### src/rtl/vga_sync_decoder.sv
// Receive-side VGA timing decoder: measures line/frame timing, locks, recovers pixel position.
// Optional macro VGA_DEC_SYNC_EN adds a two-flop input synchronizer for asynchronous sources.
module vga_sync_decoder #(
  parameter int H_VISIBLE   = 640,
  parameter int H_BACK      = 48,
  parameter int V_VISIBLE   = 480,
  parameter int V_BACK      = 32,
  parameter int CNT_W       = 11,
  parameter int LOCK_FRAMES = 2
) (
  input  logic             clk,
  input  logic             rst,
  input  logic             hsync_in,
  input  logic             vsync_in,
  output logic [CNT_W-1:0] pixel_x,
  output logic [CNT_W-1:0] pixel_y,
  output logic             active,
  output logic [CNT_W-1:0] line_len,
  output logic [CNT_W-1:0] frame_lines,
  output logic             locked,
  output logic             err
);

  localparam int MW = (LOCK_FRAMES < 1) ? 1 : $clog2(LOCK_FRAMES + 1);
  localparam logic [CNT_W-1:0] ONE    = CNT_W'(1);
  localparam logic [CNT_W-1:0] MAXV   = '1;
  localparam logic [CNT_W-1:0] MAXM1  = MAXV - ONE;
  localparam logic [CNT_W-1:0] HB     = CNT_W'(H_BACK);
  localparam logic [CNT_W-1:0] HE     = CNT_W'(H_BACK + H_VISIBLE);
  localparam logic [CNT_W-1:0] VB     = CNT_W'(V_BACK);
  localparam logic [CNT_W-1:0] VE     = CNT_W'(V_BACK + V_VISIBLE);
  localparam logic [MW-1:0]    LOCKN  = MW'(LOCK_FRAMES);

  typedef enum logic [1:0] {UNLOCKED, ACQUIRE, LOCKED} state_t;

  logic hsSmp, vsSmp;

`ifdef VGA_DEC_SYNC_EN
  logic [1:0] hsSync_q, vsSync_q;

  always_ff @(posedge clk) begin
    if (rst) begin
      hsSync_q <= 2'b11;
      vsSync_q <= 2'b11;
    end else begin
      hsSync_q <= {hsSync_q[0], hsync_in};
      vsSync_q <= {vsSync_q[0], vsync_in};
    end
  end

  assign hsSmp = hsSync_q[1];
  assign vsSmp = vsSync_q[1];
`else
  assign hsSmp = hsync_in;
  assign vsSmp = vsync_in;
`endif

  logic             hsPrev_q, vsPrev_q;
  logic [CNT_W-1:0] hPos_q, hPos_d, vLine_q, vLine_d;
  logic [CNT_W-1:0] lineLen_q, lineLen_d, frameLines_q, frameLines_d;
  logic [CNT_W-1:0] refLen_q, refLen_d, refLines_q, refLines_d;
  logic             hArmed_q, hArmed_d, vArmed_q, vArmed_d;
  logic             refValid_q, refValid_d, dirty_q, dirty_d;
  logic [MW-1:0]    matchCnt_q, matchCnt_d;
  state_t           state_q, state_d;
  logic [CNT_W-1:0] pixelX_q, pixelY_q;
  logic             active_q, locked_q, err_q, err_d;

  logic             hRise, vRise, timeout, lineChanged, lineMatch, frameMatch;
  logic [CNT_W-1:0] lineCount;

  assign hRise = hsSmp & ~hsPrev_q;
  assign vRise = vsSmp & ~vsPrev_q;

  // Counters and measurements; a simultaneous hsync rise still belongs to the closing frame.
  always_comb begin
    timeout      = ~hRise && (hPos_q == MAXM1);
    hPos_d       = hRise ? '0 : ((hPos_q == MAXV) ? MAXV : hPos_q + ONE);
    lineLen_d    = lineLen_q;
    hArmed_d     = hArmed_q;
    if (hRise) begin
      if (hArmed_q) lineLen_d = hPos_q + ONE;
      hArmed_d = 1'b1;
    end
    lineChanged  = hRise && hArmed_q && (lineLen_d != lineLen_q);
    lineCount    = (hRise && (vLine_q != MAXV)) ? vLine_q + ONE : vLine_q;
    vLine_d      = vRise ? '0 : lineCount;
    frameLines_d = frameLines_q;
    vArmed_d     = vArmed_q;
    if (vRise) begin
      if (vArmed_q) frameLines_d = lineCount;
      vArmed_d = 1'b1;
    end
    lineMatch  = (lineLen_d == refLen_q);
    frameMatch = (frameLines_d == refLines_q);
  end

  // Lock FSM; a frame touched by a line-length change is discarded as a reference.
  always_comb begin
    state_d    = state_q;
    matchCnt_d = matchCnt_q;
    refLen_d   = refLen_q;
    refLines_d = refLines_q;
    refValid_d = refValid_q;
    dirty_d    = dirty_q;
    err_d      = 1'b0;
    case (state_q)
      UNLOCKED: begin
        if (vRise) begin
          state_d    = ACQUIRE;
          matchCnt_d = '0;
          refLen_d   = '0;
          refLines_d = '0;
          refValid_d = 1'b0;
          dirty_d    = 1'b0;
        end
      end
      ACQUIRE: begin
        if (lineChanged) begin
          matchCnt_d = '0;
          dirty_d    = 1'b1;
        end
        if (vRise) begin
          dirty_d = 1'b0;
          if (dirty_q || lineChanged || !vArmed_q) begin
            matchCnt_d = '0;
            refValid_d = 1'b0;
          end else begin
            refLen_d   = lineLen_d;
            refLines_d = frameLines_d;
            refValid_d = 1'b1;
            if (!refValid_q)                matchCnt_d = MW'(1);
            else if (lineMatch && frameMatch) matchCnt_d = matchCnt_q + MW'(1);
            else                            matchCnt_d = '0;
            if (matchCnt_d == LOCKN) state_d = LOCKED;
          end
        end
      end
      LOCKED: begin
        if ((vRise && !frameMatch) || (hRise && !lineMatch)) begin
          err_d      = 1'b1;
          state_d    = ACQUIRE;
          matchCnt_d = '0;
          refValid_d = 1'b0;
          dirty_d    = ~vRise;
        end
      end
      default: state_d = UNLOCKED;
    endcase
    if (timeout) begin
      err_d      = (state_q == LOCKED);
      state_d    = UNLOCKED;
      matchCnt_d = '0;
      refValid_d = 1'b0;
      dirty_d    = 1'b0;
    end
  end

  always_ff @(posedge clk) begin
    if (rst) begin
      hsPrev_q     <= 1'b1;
      vsPrev_q     <= 1'b1;
      hPos_q       <= '0;
      vLine_q      <= '0;
      lineLen_q    <= '0;
      frameLines_q <= '0;
      refLen_q     <= '0;
      refLines_q   <= '0;
      hArmed_q     <= 1'b0;
      vArmed_q     <= 1'b0;
      refValid_q   <= 1'b0;
      dirty_q      <= 1'b0;
      matchCnt_q   <= '0;
      state_q      <= UNLOCKED;
      pixelX_q     <= '0;
      pixelY_q     <= '0;
      active_q     <= 1'b0;
      locked_q     <= 1'b0;
      err_q        <= 1'b0;
    end else begin
      hsPrev_q     <= hsSmp;
      vsPrev_q     <= vsSmp;
      hPos_q       <= hPos_d;
      vLine_q      <= vLine_d;
      lineLen_q    <= lineLen_d;
      frameLines_q <= frameLines_d;
      refLen_q     <= refLen_d;
      refLines_q   <= refLines_d;
      hArmed_q     <= hArmed_d && !timeout;
      vArmed_q     <= vArmed_d && !timeout;
      refValid_q   <= refValid_d;
      dirty_q      <= dirty_d;
      matchCnt_q   <= matchCnt_d;
      state_q      <= state_d;
      pixelX_q     <= hPos_d - HB;
      pixelY_q     <= vLine_d - VB;
      active_q     <= (state_d == LOCKED) && (hPos_d >= HB) && (hPos_d < HE) &&
                      (vLine_d >= VB) && (vLine_d < VE);
      locked_q     <= (state_d == LOCKED);
      err_q        <= err_d;
    end
  end

  assign pixel_x     = pixelX_q;
  assign pixel_y     = pixelY_q;
  assign active      = active_q;
  assign line_len    = lineLen_q;
  assign frame_lines = frameLines_q;
  assign locked      = locked_q;
  assign err         = err_q;

endmodule

### config.mk
export PLATFORM = sky130hd
export DESIGN_NAME = vga_sync_decoder
export DESIGN_NICKNAME = d
export VERILOG_FILES = /design/src/rtl/vga_sync_decoder.sv
export SDC_FILE = /design/constraint.sdc
export NUM_CORES = 1
export LEC_CHECK = 0
export BUFFER_PORTS_ARGS = -buffer_cell sky130_fd_sc_hd__buf_2
export CAP_MARGIN = 0
export CORE_MARGIN = 1
export CORE_UTILIZATION = 60
export DETAILED_ROUTE_END_ITERATION = 8
export GPL_TIMING_DRIVEN = 0
export HOLD_SLACK_MARGIN = 0.02
export PLACE_DENSITY = 0.79
export SLEW_MARGIN = 30
export SYNTH_ARGS = -nofsm -noshare
export SYNTH_HDL_FRONTEND = slang
export SYNTH_SLANG_ARGS = --single-unit
### constraint.sdc
create_clock -name clk -period 4.26 [get_ports clk]
set_clock_uncertainty 0.2 [all_clocks]
set_input_delay 0.639 -clock clk [delete_from_list [all_inputs] [get_ports clk]]
set_output_delay 0.639 -clock clk [all_outputs]
set_load 0.05 [all_outputs]
## Word level (Yosys, flattened, before mapping)

Cells that the tools add are included.

| cells by class | value |
|---|---|
| $add $sub $neg | 5 |
| $lt $le $gt $ge | 4 |
| eq/ne operators | 15 |
| mux-type cells | 47 |
| bitwise logic cells | 6 |
| reduce and logical (&&, ||, !) cells | 27 |

Operator list:

| cell | count |
|---|---|
| 2-to-1 mux 11 bit | 13 |
| case mux 11 bit (2 select lines) | 2 |
| 2-to-1 mux 2 bit | 16 |
| adder 11 x 1 -> 11 bit, second input constant | 2 |
| == test 11 bit | 2 |
| == test 11 bit, second input constant | 2 |
| >= comparator 11 x 6 -> 1 bit, second input constant | 2 |
| less-than comparator 11 x 10 -> 1 bit, second input constant | 2 |
| subtractor 11 x 6 -> 11 bit, second input constant | 2 |
| logical AND 1 bit | 13 |
| 2-to-1 mux 1 bit | 12 |
| case mux 2 bit (3 select lines) | 2 |
| AND reduction 4 bit | 3 |
| != test 11 bit | 1 |
| != test 11 bit, second input constant | 1 |
| != test 2 bit, second input constant | 4 |
| == test 2 bit, second input constant | 3 |
| case mux 1 bit (3 select lines) | 2 |
| zero test 1 bit | 4 |
| NOT 1 bit | 4 |
| logical OR 1 bit | 3 |
| != test 3 bit, second input constant | 1 |
| nonzero test 3 bit | 1 |
| adder 2 x 1 -> 2 bit, second input constant | 1 |
| 5 further kinds | 6 |

| word-level totals | value |
|---|---|
| bits in registers | 101 |
| output and inout bits | 47 |
| word-level logic and storage cells | 123 |

## Depth between registers and ports, before layout

Gate-level depths: netlist of run 1.

| logic depth | value |
|---|---|
| depth in word-level cells | 24 |
| gate-level depth with buffers | 14 |
| mapped depth without buffers | 12 |

## Least setup slack after synthesis of run 1

OpenSTA, ideal clock, no wires.

| timing path | value |
|---|---|
| path kind | flip-flop to flip-flop |
| start | reg hPos_q[0] |
| end | reg state_q[0] |
| setup time | 115 ps |
| arrival | 2793 ps |
| required time | 3945 ps |
| setup slack | 1152 ps |
| stages on the path, launching flop included | 13 |
| buffers on the path | 1 |
| clock period less this slack | 3108 ps |
| cells stage by stage | dfxtp_1 > buf_6 > inv_1 > ha_1 > a221o_2 > o31a_1 > or4_1 > nor4_2 > nand2_1 > nor3_2 > and3_1 > o221ai_1 > and2_1 |

| on the way | value |
|---|---|
| longest elaborated chain between the ends | 16 |

RTL lines:

| item | RTL line | RTL |
|---|---|---|
| start: declaration | 59 | `logic [CNT_W-1:0] hPos_q, hPos_d, vLine_q, vLine_d;` |
| start signal: assignment | 183 | `hPos_q <= hPos_d;` |
| adder 11 x 1 -> 11 bit | 82 | `if (hArmed_q) lineLen_d = hPos_q + ONE;` |
| 2-to-1 mux 11 bit | 82 |  |
| 2-to-1 mux 11 bit | 81 | `if (hRise) begin` |
| == test 11 bit | 94 | `lineMatch = (lineLen_d == refLen_q);` |
| logical AND 1 bit | 133 | `else if (lineMatch && frameMatch) matchCnt_d = matchCnt_q + MW'(1);` |
| 2-to-1 mux 2 bit | 133 |  |
| 2-to-1 mux 2 bit | 132 | `if (!refValid_q) matchCnt_d = MW'(1);` |
| 2-to-1 mux 2 bit | 125 | `if (dirty_q \|\| lineChanged \|\| !vArmed_q) begin` |
| 2-to-1 mux 2 bit | 123 | `if (vRise) begin` |
| 2-to-1 mux 2 bit | 107 | `case (state_q)` |
| == test 2 bit | 135 | `if (matchCnt_d == LOCKN) state_d = LOCKED;` |
| 2-to-1 mux 2 bit | 135 |  |
| 2-to-1 mux 2 bit | 125 |  |
| 2-to-1 mux 2 bit | 123 |  |
| case mux 2 bit (3 select lines) | 107 |  |
| 2-to-1 mux 2 bit * | 150 | `if (timeout) begin` |
| end signal: assignment | 194 | `state_q <= state_d;` |
| end: declaration | 65 | `state_t state_q, state_d;` |

Mark *: on every way between the ends. The rest lies on a longest branch, timed or not. The select of a mux whose other input is x is not followed.
A chain may end at the register's enable or synchronous reset.

## Final worst setup path of run 1

| timing path | value |
|---|---|
| start | reg hPos_q[1] |
| end | reg refLines_q[6] |

| on the way | value |
|---|---|
| longest elaborated chain between the ends | 9 |

RTL lines:

| item | RTL line | RTL |
|---|---|---|
| adder 11 x 1 -> 11 bit | 82 |  |
| 2-to-1 mux 11 bit | 82 |  |
| 2-to-1 mux 11 bit | 81 |  |
| != test 11 bit | 85 | `lineChanged = hRise && hArmed_q && (lineLen_d != lineLen_q);` |
| logical AND 1 bit | 85 |  |
| logical OR 1 bit (2 in series) | 125 |  |
| != test 2 bit (no line) | -- |  |
| AND reduction 4 bit (no line) | -- |  |
| end signal: assignment | 188 | `refLines_q <= refLines_d;` |
| end: declaration | 61 | `logic [CNT_W-1:0] refLen_q, refLen_d, refLines_q, refLines_d;` |

Every way passes these cells.

==> report_table.html, run 1 <==
<table>
<tr><th>Metric</th><th>Value</th></tr>
<tr><th colspan="2">Outcome</th></tr>
<tr><td>Outcome</td><td>complete, no violations</td></tr>
<tr><th colspan="2">Route</th></tr>
<tr><td>Mean routed wirelength per cell</td><td>19.7 um</td></tr>
<tr><td>Number of vias per cell after detailed routing</td><td>6.47</td></tr>
<tr><td>Amount of wire on met2 after detailed routing</td><td>7500 um</td></tr>
<tr><td>DR vias</td><td>5672</td></tr>
<tr><td>Wire length on met3</td><td>1880 um</td></tr>
<tr><td>First-pass detailed-route iteration total</td><td>7</td></tr>
<tr><td>Final wirelength</td><td>17300 um</td></tr>
<tr><td>DRC errors left</td><td>0</td></tr>
<tr><td>DRT met1 WL</td><td>7520 um</td></tr>
<tr><td>Top routing layer in use</td><td>met4</td></tr>
<tr><td>Post-route ant nets</td><td>0</td></tr>
<tr><td>DRC marker count from the first detailed-route iteration</td><td>606</td></tr>
<tr><th colspan="2">Critical path</th></tr>
<tr><td>Critical-path cell with the highest stage delay</td><td>sky130_fd_sc_hd__a31oi_1</td></tr>
<tr><td>Startpoint kind of the worst setup timing path</td><td>flop</td></tr>
<tr><td>Total buffers and inverters traversed by the critical path</td><td>1</td></tr>
<tr><td>CP arrival</td><td>4.07 ns</td></tr>
<tr><td>Most Frequent Cell on Critical Path</td><td>sky130_fd_sc_hd__nand2_1</td></tr>
<tr><td>Critical-path cell list</td><td>ha_1, nand3_2, nor2_2, nand3_1, a311o_1, a31oi_1, o32ai_2, nand2_1, clkbuf_1, nand2_1, a21oi_1</td></tr>
<tr><td>Type of the worst setup path</td><td>reg -&gt; reg</td></tr>
<tr><td>Depth of the worst register-to-register path</td><td>11</td></tr>
<tr><td>Endpoint type of the worst setup path</td><td>flop</td></tr>
<tr><td>CP peak stage delay</td><td>0.56 ns</td></tr>
<tr><td>Worst Path Required</td><td>4.36 ns</td></tr>
<tr><td>Crit path max-delay family</td><td>compound AO/OA/AOI/OAI gates</td></tr>
<tr><td>Minimum setup slack among reg-to-reg paths</td><td>0.29 ns</td></tr>
<tr><td>Maximum net fanout on the critical path</td><td>10</td></tr>
<tr><td>Crit. path cell count</td><td>11</td></tr>
<tr><th colspan="2">CTS</th></tr>
<tr><td>Clk Tree Root Cell</td><td>sky130_fd_sc_hd__clkbuf_8</td></tr>
<tr><td>Number of H-tree branching levels</td><td>3</td></tr>
<tr><td>CTS clock-pin slew for the worst setup and hold paths</td><td>0.10 ns</td></tr>
<tr><td>Number of buffers on the longest clock path</td><td>2</td></tr>
<tr><td>TritonCTS sink count</td><td>92</td></tr>
<tr><td>Clock insertion delay at the later pin of the skew report</td><td>0.38 ns</td></tr>
<tr><td>Post_cts resized</td><td>0</td></tr>
<tr><td>Number of setup buffers added after CTS</td><td>0</td></tr>
<tr><td>CTS Hold Buffers Added</td><td>0</td></tr>
<tr><td>Clock tree from TritonCTS</td><td>done</td></tr>
<tr><td>TritonCTS buffer count</td><td>9</td></tr>
<tr><th colspan="2">Die</th></tr>
<tr><td>Die Y</td><td>98.5 um</td></tr>
<tr><td>Placeable core region</td><td>8850 sq um</td></tr>
<tr><td>Std cell rows</td><td>34</td></tr>
<tr><td>Die X-Extent</td><td>98.5 um</td></tr>
<tr><td>Initial Utilization</td><td>0.632</td></tr>
<tr><td>Count of pins on the block boundary</td><td>51</td></tr>
<tr><td>Die Area</td><td>9710 sq um</td></tr>
<tr><th colspan="2">Pwr</th></tr>
<tr><td>Combinational power share</td><td>0.118</td></tr>
<tr><td>Internal Dissipation</td><td>1.16 mW</td></tr>
<tr><td>Leakage power</td><td>2.42 nW</td></tr>
<tr><td>Switching power</td><td>0.508 mW</td></tr>
<tr><td>Sequential fraction of design power</td><td>0.532</td></tr>
<tr><td>Cell Pwr Density</td><td>270 nW/um^2</td></tr>
<tr><td>Maximum VDD drop</td><td>0.185 mV</td></tr>
<tr><td>Share of power burned in the clock network</td><td>0.350</td></tr>
<tr><td>Fraction of power spent switching nets</td><td>0.305</td></tr>
<tr><th colspan="2">Placement</th></tr>
<tr><td>Number of I/O port buffers</td><td>49</td></tr>
<tr><td>Weighted congestion at the end of routability-driven global placement</td><td>0.979</td></tr>
<tr><td>Placement-stage worst setup slack</td><td>0.448 ns</td></tr>
<tr><td>Post-placement cell count</td><td>861</td></tr>
<tr><td>Detailed-placement wirelength estimate</td><td>12800 um</td></tr>
<tr><th colspan="2">Global route</th></tr>
<tr><td>Wire length of the first global-routing pass</td><td>27500 um</td></tr>
<tr><td>Initial antenna violation count</td><td>0</td></tr>
<tr><td>Congestion Overflow GR</td><td>0</td></tr>
<tr><td>Maximum number of pins on one net before global-route repair</td><td>19</td></tr>
<tr><td>Via count of the first global-routing pass</td><td>5304</td></tr>
<tr><td>Total global routing track utilization</td><td>0.365</td></tr>
<tr><th colspan="2">Timing</th></tr>
<tr><td>Post-route fraction of the period consumed by the critical path</td><td>0.931</td></tr>
<tr><td>Least setup slack across all paths after layout</td><td>0.292 ns</td></tr>
<tr><td>Pins over their slew limit</td><td>0</td></tr>
<tr><td>Setup violation total in the final timing report</td><td>0</td></tr>
<tr><td>Max_slew headroom</td><td>0.481</td></tr>
<tr><td>Peak Freq</td><td>252 MHz</td></tr>
<tr><td>Hold Slack</td><td>0.282 ns</td></tr>
<tr><td>Setup repair after global routing missed its margin</td><td>false</td></tr>
<tr><td>Hold violation total from the final report</td><td>0</td></tr>
<tr><td>Summed negative setup slack over all endpoints</td><td>0 ns</td></tr>
<tr><td>Clock period minus worst slack</td><td>3.97 ns</td></tr>
<tr><td>Worst-margin pin slew</td><td>0.776 ns</td></tr>
<tr><th colspan="2">Logic synthesis</th></tr>
<tr><td>Synth Area in Adders</td><td>0.0224</td></tr>
<tr><td>Share of the synthesized area in compound gates (AO/OA/AOI/OAI)</td><td>0.212</td></tr>
<tr><td>Average footprint of a synthesized cell</td><td>7.94 sq um</td></tr>
<tr><td>Synthesized netlist net count</td><td>718</td></tr>
<tr><td>Number of enable flip-flop cells after synthesis</td><td>0</td></tr>
<tr><td>Dominant register cell in the synthesized netlist</td><td>sky130_fd_sc_hd__dfxtp_1</td></tr>
<tr><td>Largest family of logic cells by synthesized area</td><td>simple AND/OR/NAND/NOR gates</td></tr>
<tr><td>Yosys warning count</td><td>0</td></tr>
<tr><td>Sequential area share after synthesis</td><td>0.330</td></tr>
<tr><td>Yosys reg bits</td><td>92</td></tr>
<tr><td>Synth async-reset ratio</td><td>0</td></tr>
<tr><td>Number of distinct library cell variants in the gate-level netlist after synthesis</td><td>83</td></tr>
<tr><td>Synth Area in Simple Gates</td><td>0.286</td></tr>
<tr><td>Xor-xnor portion of the synthesized cell area</td><td>0.0625</td></tr>
<tr><td>Mux share of post-synthesis cell area</td><td>0.00895</td></tr>
<tr><td>Cell area after synthesis</td><td>5590 sq um</td></tr>
<tr><td>Syn Inst Count</td><td>704</td></tr>
<tr><th colspan="2">Finish</th></tr>
<tr><td>Antenna cells</td><td>0</td></tr>
<tr><td>Leading cell types in the layout, fill and taps excluded</td><td>92 x sky130_fd_sc_hd__dfxtp_1, 83 x sky130_fd_sc_hd__nor2_1, 67 x sky130_fd_sc_hd__nand2_1</td></tr>
<tr><td>Commonest non-fill, non-tap cell in the layout</td><td>sky130_fd_sc_hd__dfxtp_1</td></tr>
<tr><td>Ratio of cells with drive above 1 in the final layout</td><td>0.166</td></tr>
<tr><td>Net total in the final layout</td><td>778</td></tr>
<tr><td>Area added between synthesis and finish</td><td>10.2%</td></tr>
<tr><td>Finished Layout Cells</td><td>877</td></tr>
<tr><td>Filler Cells Inserted</td><td>737</td></tr>
<tr><th colspan="2">Worst hold path</th></tr>
<tr><td>Number of cells on the worst hold path</td><td>2</td></tr>
<tr><td>Worst hold path type</td><td>reg -&gt; reg</td></tr>
<tr><th colspan="2">Flow run</th></tr>
<tr><td>MaxCap Viol Count</td><td>0</td></tr>
</table>
-- final cells by class --
type,count,area (sq um),share of cell area
repair buffers,49,245,0.0398
plain buffers,52,353,0.0573
flip-flops and latches,92,1840,0.299
multi-input cells,538,3310,0.538
inverters,22,82.6,0.0134
clock buffers,9,124,0.0201
clock inverters,7,67.6,0.0110
well taps,108,135,0.0219
-- registers in the layout, summed over array words and instances (netlist names) --
register,flops
line_len,11
refLines_q,11
frame_lines,11
pixel_x,7
refValid_q,1
err,1
refLen_q,11
hPos_q,11
dirty_q,1
hArmed_q,1
locked,1
state_q,2
vArmed_q,1
hsPrev_q,1
matchCnt_q,2
vLine_q,11
vsPrev_q,1
active,1
pixel_y,6
-- path summary, 6_finish.rpt --
check               start             to
max             hPos_q[1]  refLines_q[6]
min          refLen_q[10]   refLen_q[10]
max reg2reg     hPos_q[1]  refLines_q[6]
min reg2reg  refLen_q[10]   refLen_q[10]
-- routing by layer --
layer  GRT usage  up-vias
met2       0.533      313
met1       0.510     2689
met3      0.0957       35
li1            -     2635
met5           0        -
met4       0.156        0
-- Yosys cell counts (6+ instances only) --
master                     number  area, sq um
sky130_fd_sc_hd__nor3_1         8         40.0
sky130_fd_sc_hd__xnor2_1       22          193
sky130_fd_sc_hd__and2_1         6         37.5
sky130_fd_sc_hd__nand2b_1      12         75.1
sky130_fd_sc_hd__nor2_1        83          312
sky130_fd_sc_hd__nor2b_1       23          144
sky130_fd_sc_hd__inv_1         22         82.6
sky130_fd_sc_hd__buf_4         11         82.6
sky130_fd_sc_hd__o21ai_0       28          140
sky130_fd_sc_hd__xor2_1        16          140
sky130_fd_sc_hd__and3_1         8         50.1
sky130_fd_sc_hd__a31oi_1       13         81.3
sky130_fd_sc_hd__a211oi_1       8         60.1
sky130_fd_sc_hd__a21oi_1       64          320
sky130_fd_sc_hd__or2_2          9         56.3
sky130_fd_sc_hd__nand3_1       32          160
sky130_fd_sc_hd__nand2_1       67          251
sky130_fd_sc_hd__clkbuf_1      22         82.6
sky130_fd_sc_hd__ha_1          10          125
sky130_fd_sc_hd__nand4_1       12         75.1
sky130_fd_sc_hd__nor4_1         6         37.5
sky130_fd_sc_hd__dfxtp_1       92         1840
sky130_fd_sc_hd__clkbuf_8       8          110
sky130_fd_sc_hd__buf_2          7         35.0
-- logic make-up after synthesis --
group / Yosys count
adder cells (fa/ha/maj): 10
buffers and inverters: 74
XOR/XNOR: 39
multiplexers: 5
flip-flops: 92
AND/OR/NAND/NOR: 306
AO/OA/AOI/OAI: 178
-- power groups by stage --
| stage | clock network, mW | logic [mW] | registers, mW |
|---|---|---|---|
| after floorplan | 0 | 0.113 | 0.930 |
| after global placement | 0 | 0.188 | 0.904 |
| after detailed placement | 0 | 0.191 | 0.905 |
| after CTS | 0.584 | 0.192 | 0.885 |
| after global routing | 0.619 | 0.206 | 0.887 |
| final | 0.583 | 0.196 | 0.885 |
-- through the flow --
step / area [sq um] / total power [mW] / utilization
floorplan: 5590 / 1.04 / -
global placement: 5970 / 1.09 / 0.675
detailed placement: 5970 / 1.10 / 0.675
CTS: 6160 / 1.66 / 0.696
global route: 6160 / 1.71 / 0.696
finish: 6160 / 1.66 / 0.696
-- tightest hold or removal path: stages, from the launching register on --
cell                      delay [ns]
sky130_fd_sc_hd__dfxtp_1        0.33
sky130_fd_sc_hd__nand2_1        0.06
sky130_fd_sc_hd__a21oi_1        0.05
No activity file was read; power rests on OpenSTA's default activity.
==> run 2, diff against run 1 <==
--- a/config.mk
+++ b/config.mk
@@ -5,11 +5,11 @@
 export SDC_FILE = /design/constraint.sdc
 export NUM_CORES = 1
 export LEC_CHECK = 0
-export BUFFER_PORTS_ARGS = -buffer_cell sky130_fd_sc_hd__buf_2
 export CAP_MARGIN = 0
 export CORE_MARGIN = 1
-export CORE_UTILIZATION = 60
+export CORE_UTILIZATION = 64
 export DETAILED_ROUTE_END_ITERATION = 8
+export DONT_BUFFER_PORTS = 1
 export GPL_TIMING_DRIVEN = 0
 export HOLD_SLACK_MARGIN = 0.02
 export PLACE_DENSITY = 0.79
==> run 2 against run 1 <==
Combinational power is 19% lower. Register-to-register slack hardly changed. Clock power is 2% higher. Setup slack worse by 0.013 ns. Wire length is 1.1% higher. Non-clock buffer count is 49 lower. Highest routed layer unchanged.
==> report_table.html, run 2 (synthesis gave the netlist of run 1 again) <==
<table>
<tr><th>Metric</th><th>Value</th></tr>
<tr><th colspan="2">Route</th></tr>
<tr><td>Final wirelength</td><td>17500 um (+1.1%)</td></tr>
<tr><td>First-pass detailed-route iteration total</td><td>5 (-2)</td></tr>
<tr><td>DRC errors left</td><td>0 (unchanged)</td></tr>
<tr><td>Wire length on met3</td><td>2230 um (+19%)</td></tr>
<tr><td>Amount of wire on met2 after detailed routing</td><td>7360 um (-2.0%)</td></tr>
<tr><td>Number of vias per cell after detailed routing</td><td>6.74 (+4.2%)</td></tr>
<tr><td>Post-route ant nets</td><td>0 (unchanged)</td></tr>
<tr><td>Mean routed wirelength per cell</td><td>21.2 um (+7.5%)</td></tr>
<tr><td>Top routing layer in use</td><td>met4</td></tr>
<tr><td>DRC marker count from the first detailed-route iteration</td><td>576 (-5.0%)</td></tr>
<tr><td>DRT met1 WL</td><td>7530 um (+0.13%)</td></tr>
<tr><td>DR vias</td><td>5562 (-1.9%)</td></tr>
<tr><th colspan="2">Critical path</th></tr>
<tr><td>Minimum setup slack among reg-to-reg paths</td><td>0.28 ns (about the same)</td></tr>
<tr><td>Depth of the worst register-to-register path</td><td>12 (+1)</td></tr>
<tr><td>Launching point of the worst reg2reg path</td><td>hPos_q[1]</td></tr>
<tr><td>Destination of the worst register-to-register timing path</td><td>refLines_q[1]</td></tr>
<tr><td>Maximum net fanout on the critical path</td><td>10 (unchanged)</td></tr>
<tr><td>Type of the worst setup path</td><td>reg -&gt; reg</td></tr>
<tr><td>Startpoint kind of the worst setup timing path</td><td>flop</td></tr>
<tr><td>Worst setup path start</td><td>hPos_q[1]</td></tr>
<tr><td>Worst Path Required</td><td>4.37 ns (about the same)</td></tr>
<tr><td>CP arrival</td><td>4.09 ns (+0.02 ns)</td></tr>
<tr><td>Endpoint type of the worst setup path</td><td>flop</td></tr>
<tr><th colspan="2">Timing</th></tr>
<tr><td>Hold Slack</td><td>0.158 ns (-0.124 ns)</td></tr>
<tr><td>Hold violation total from the final report</td><td>0 (unchanged)</td></tr>
<tr><td>Summed negative setup slack over all endpoints</td><td>0 ns (unchanged)</td></tr>
<tr><td>Least setup slack across all paths after layout</td><td>0.279 ns (-0.0126 ns)</td></tr>
<tr><td>Pins over their slew limit</td><td>0 (unchanged)</td></tr>
<tr><td>Setup violation total in the final timing report</td><td>0 (unchanged)</td></tr>
<tr><td>Clock period minus worst slack</td><td>3.98 ns (+0.0126 ns)</td></tr>
<tr><td>Worst-margin pin slew</td><td>0.786 ns (+0.00961 ns)</td></tr>
<tr><td>Max_slew headroom</td><td>0.473 (-0.00725)</td></tr>
<tr><td>Post-route fraction of the period consumed by the critical path</td><td>0.934 (+0.00296)</td></tr>
<tr><td>Setup repair after global routing missed its margin</td><td>false</td></tr>
<tr><td>Peak Freq</td><td>251 MHz (-0.32%)</td></tr>
<tr><th colspan="2">CTS</th></tr>
<tr><td>TritonCTS sink count</td><td>92 (unchanged)</td></tr>
<tr><td>Number of buffers on the longest clock path</td><td>2 (unchanged)</td></tr>
<tr><td>Clock insertion delay at the later pin of the skew report</td><td>0.38 ns (about the same)</td></tr>
<tr><td>Clk Tree Root Cell</td><td>sky130_fd_sc_hd__clkbuf_8</td></tr>
<tr><td>Post_cts resized</td><td>0 (unchanged)</td></tr>
<tr><td>Clock tree from TritonCTS</td><td>done</td></tr>
<tr><td>TritonCTS buffer count</td><td>9 (unchanged)</td></tr>
<tr><td>CTS clock-pin slew for the worst setup and hold paths</td><td>0.10 ns (about the same)</td></tr>
<tr><td>Number of H-tree branching levels</td><td>3 (unchanged)</td></tr>
<tr><td>CTS Hold Buffers Added</td><td>0 (unchanged)</td></tr>
<tr><td>Number of setup buffers added after CTS</td><td>0 (unchanged)</td></tr>
<tr><th colspan="2">Global route</th></tr>
<tr><td>Via count of the first global-routing pass</td><td>5123 (-3.4%)</td></tr>
<tr><td>Total global routing track utilization</td><td>0.396 (+0.0307)</td></tr>
<tr><td>Initial antenna violation count</td><td>0 (unchanged)</td></tr>
<tr><td>Congestion Overflow GR</td><td>0 (unchanged)</td></tr>
<tr><td>Wire length of the first global-routing pass</td><td>26800 um (-2.3%)</td></tr>
<tr><td>Maximum number of pins on one net before global-route repair</td><td>19 (unchanged)</td></tr>
<tr><th colspan="2">Die</th></tr>
<tr><td>Std cell rows</td><td>33 (-2.9%)</td></tr>
<tr><td>Placeable core region</td><td>8340 sq um (-5.7%)</td></tr>
<tr><td>Initial Utilization</td><td>0.670 (+0.0385)</td></tr>
<tr><td>Count of pins on the block boundary</td><td>51 (unchanged)</td></tr>
<tr><td>Die X-Extent</td><td>95.5 um (-3.1%)</td></tr>
<tr><td>Die Y</td><td>95.5 um (-3.1%)</td></tr>
<tr><td>Die Area</td><td>9110 sq um (-6.1%)</td></tr>
<tr><th colspan="2">Placement</th></tr>
<tr><td>Placement-stage worst setup slack</td><td>0.433 ns (-0.0154 ns)</td></tr>
<tr><td>Weighted congestion at the end of routability-driven global placement</td><td>0.973 (-0.60%)</td></tr>
<tr><td>Cell area reported after detailed placement</td><td>5720 sq um (-4.2%)</td></tr>
<tr><td>Detailed-placement wirelength estimate</td><td>13000 um (+1.2%)</td></tr>
<tr><td>Number of I/O port buffers</td><td>0 (-100%)</td></tr>
<tr><td>Post-placement cell count</td><td>809 (-6.0%)</td></tr>
<tr><th colspan="2">Worst hold path</th></tr>
<tr><td>WHS Endpoint</td><td>hsPrev_q</td></tr>
<tr><td>Number of cells on the worst hold path</td><td>1 (-1)</td></tr>
<tr><td>Worst hold path type</td><td>in -&gt; reg</td></tr>
<tr><td>Worst hold path startpoint</td><td>hsync_in</td></tr>
<tr><th colspan="2">Pwr</th></tr>
<tr><td>Sequential fraction of design power</td><td>0.549 (+0.017)</td></tr>
<tr><td>Leakage power</td><td>2.17 nW (-10%)</td></tr>
<tr><td>Internal Dissipation</td><td>1.15 mW (-0.40%)</td></tr>
<tr><td>Switching power</td><td>0.514 mW (+1.1%)</td></tr>
<tr><td>Combinational power share</td><td>0.095 (-0.023)</td></tr>
<tr><td>Maximum VDD drop</td><td>0.194 mV (+4.6%)</td></tr>
<tr><td>Post-layout power</td><td>1.67 mW (about the same)</td></tr>
<tr><td>Fraction of power spent switching nets</td><td>0.308 (+0.00317)</td></tr>
<tr><td>Share of power burned in the clock network</td><td>0.356 (+0.006)</td></tr>
<tr><td>Cell Pwr Density</td><td>282 nW/um^2 (+4.3%)</td></tr>
<tr><th colspan="2">Outcome</th></tr>
<tr><td>Outcome</td><td>complete, no violations</td></tr>
<tr><th colspan="2">Finish</th></tr>
<tr><td>Area added between synthesis and finish</td><td>5.73%</td></tr>
<tr><td>Net total in the final layout</td><td>729 (-6.3%)</td></tr>
<tr><td>Antenna cells</td><td>0 (unchanged)</td></tr>
<tr><td>Area of all placed cells without fillers</td><td>5910 sq um (-4.1%)</td></tr>
<tr><td>Post-Route Utilization</td><td>0.709 (+0.0123)</td></tr>
<tr><td>Commonest non-fill, non-tap cell in the layout</td><td>sky130_fd_sc_hd__dfxtp_1</td></tr>
<tr><td>Finished Layout Cells</td><td>825 (-5.9%)</td></tr>
<tr><td>Ratio of cells with drive above 1 in the final layout</td><td>0.110 (-0.0567)</td></tr>
<tr><td>Leading cell types in the layout, fill and taps excluded</td><td>92 x sky130_fd_sc_hd__dfxtp_1, 83 x sky130_fd_sc_hd__nor2_1, 67 x sky130_fd_sc_hd__nand2_1</td></tr>
<tr><th colspan="2">Flow run</th></tr>
<tr><td>MaxCap Viol Count</td><td>0 (unchanged)</td></tr>
</table>
run 2: power groups by stage:
| stage | Combinational (mW) | Clock, mW | Sequential, mW |
|---|---|---|---|
| after floorplan | 0.113 | 0 | 0.930 |
| after global placement | 0.149 | 0 | 0.934 |
| after detailed placement | 0.151 | 0 | 0.934 |
| after CTS | 0.152 | 0.588 | 0.914 |
| after global routing | 0.166 | 0.619 | 0.917 |
| final | 0.158 | 0.593 | 0.915 |
run 2: metal layers:
metal | GRT usage | vias to the layer above
li1 | - | 2536
met1 | 0.559 | 2630
met2 | 0.567 | 348
met3 | 0.135 | 48
met4 | 0.116 | 0
met5 | 0 | -
run 2: area by class of cell:
type | instances | area [sq um]
inverter | 22 | 82.6
multi-input combinational | 538 | 3310
clock buffer | 9 | 124
sequential | 92 | 1840
fill | 721 | 2430
clock inverter | 7 | 65.1
tap | 105 | 131
buffer | 52 | 353
run 2: worst max-delay path, stage by stage, from the launching register on:
cell                        delay [ns]
sky130_fd_sc_hd__dfxtp_1          0.49
sky130_fd_sc_hd__ha_1             0.29
sky130_fd_sc_hd__nand3_2          0.21
sky130_fd_sc_hd__nor4_2           0.43
sky130_fd_sc_hd__o21ai_1          0.14
sky130_fd_sc_hd__o311ai_0         0.16
sky130_fd_sc_hd__a2111oi_0        0.12
sky130_fd_sc_hd__a31oi_1          0.67
sky130_fd_sc_hd__o32ai_2          0.18
sky130_fd_sc_hd__nand2_1          0.14
sky130_fd_sc_hd__clkbuf_1         0.59
sky130_fd_sc_hd__nand2_1          0.14
sky130_fd_sc_hd__a21oi_1          0.15
run 2: worst max path at each step:
stage | endpoint | slack, ns | cells after the start
2_1_floorplan | state_q[0] | 1.15 | 12
5_1_grt | refLines_q[4] | 0.05 | 12
4_1_cts | refLines_q[1] | 0.40 | 11
6_report | refLines_q[1] | 0.28 | 12
3_5_place_dp | refLines_q[7] | 0.43 | 11
3_3_place_gp | refLen_q[1] | 0.48 | 11
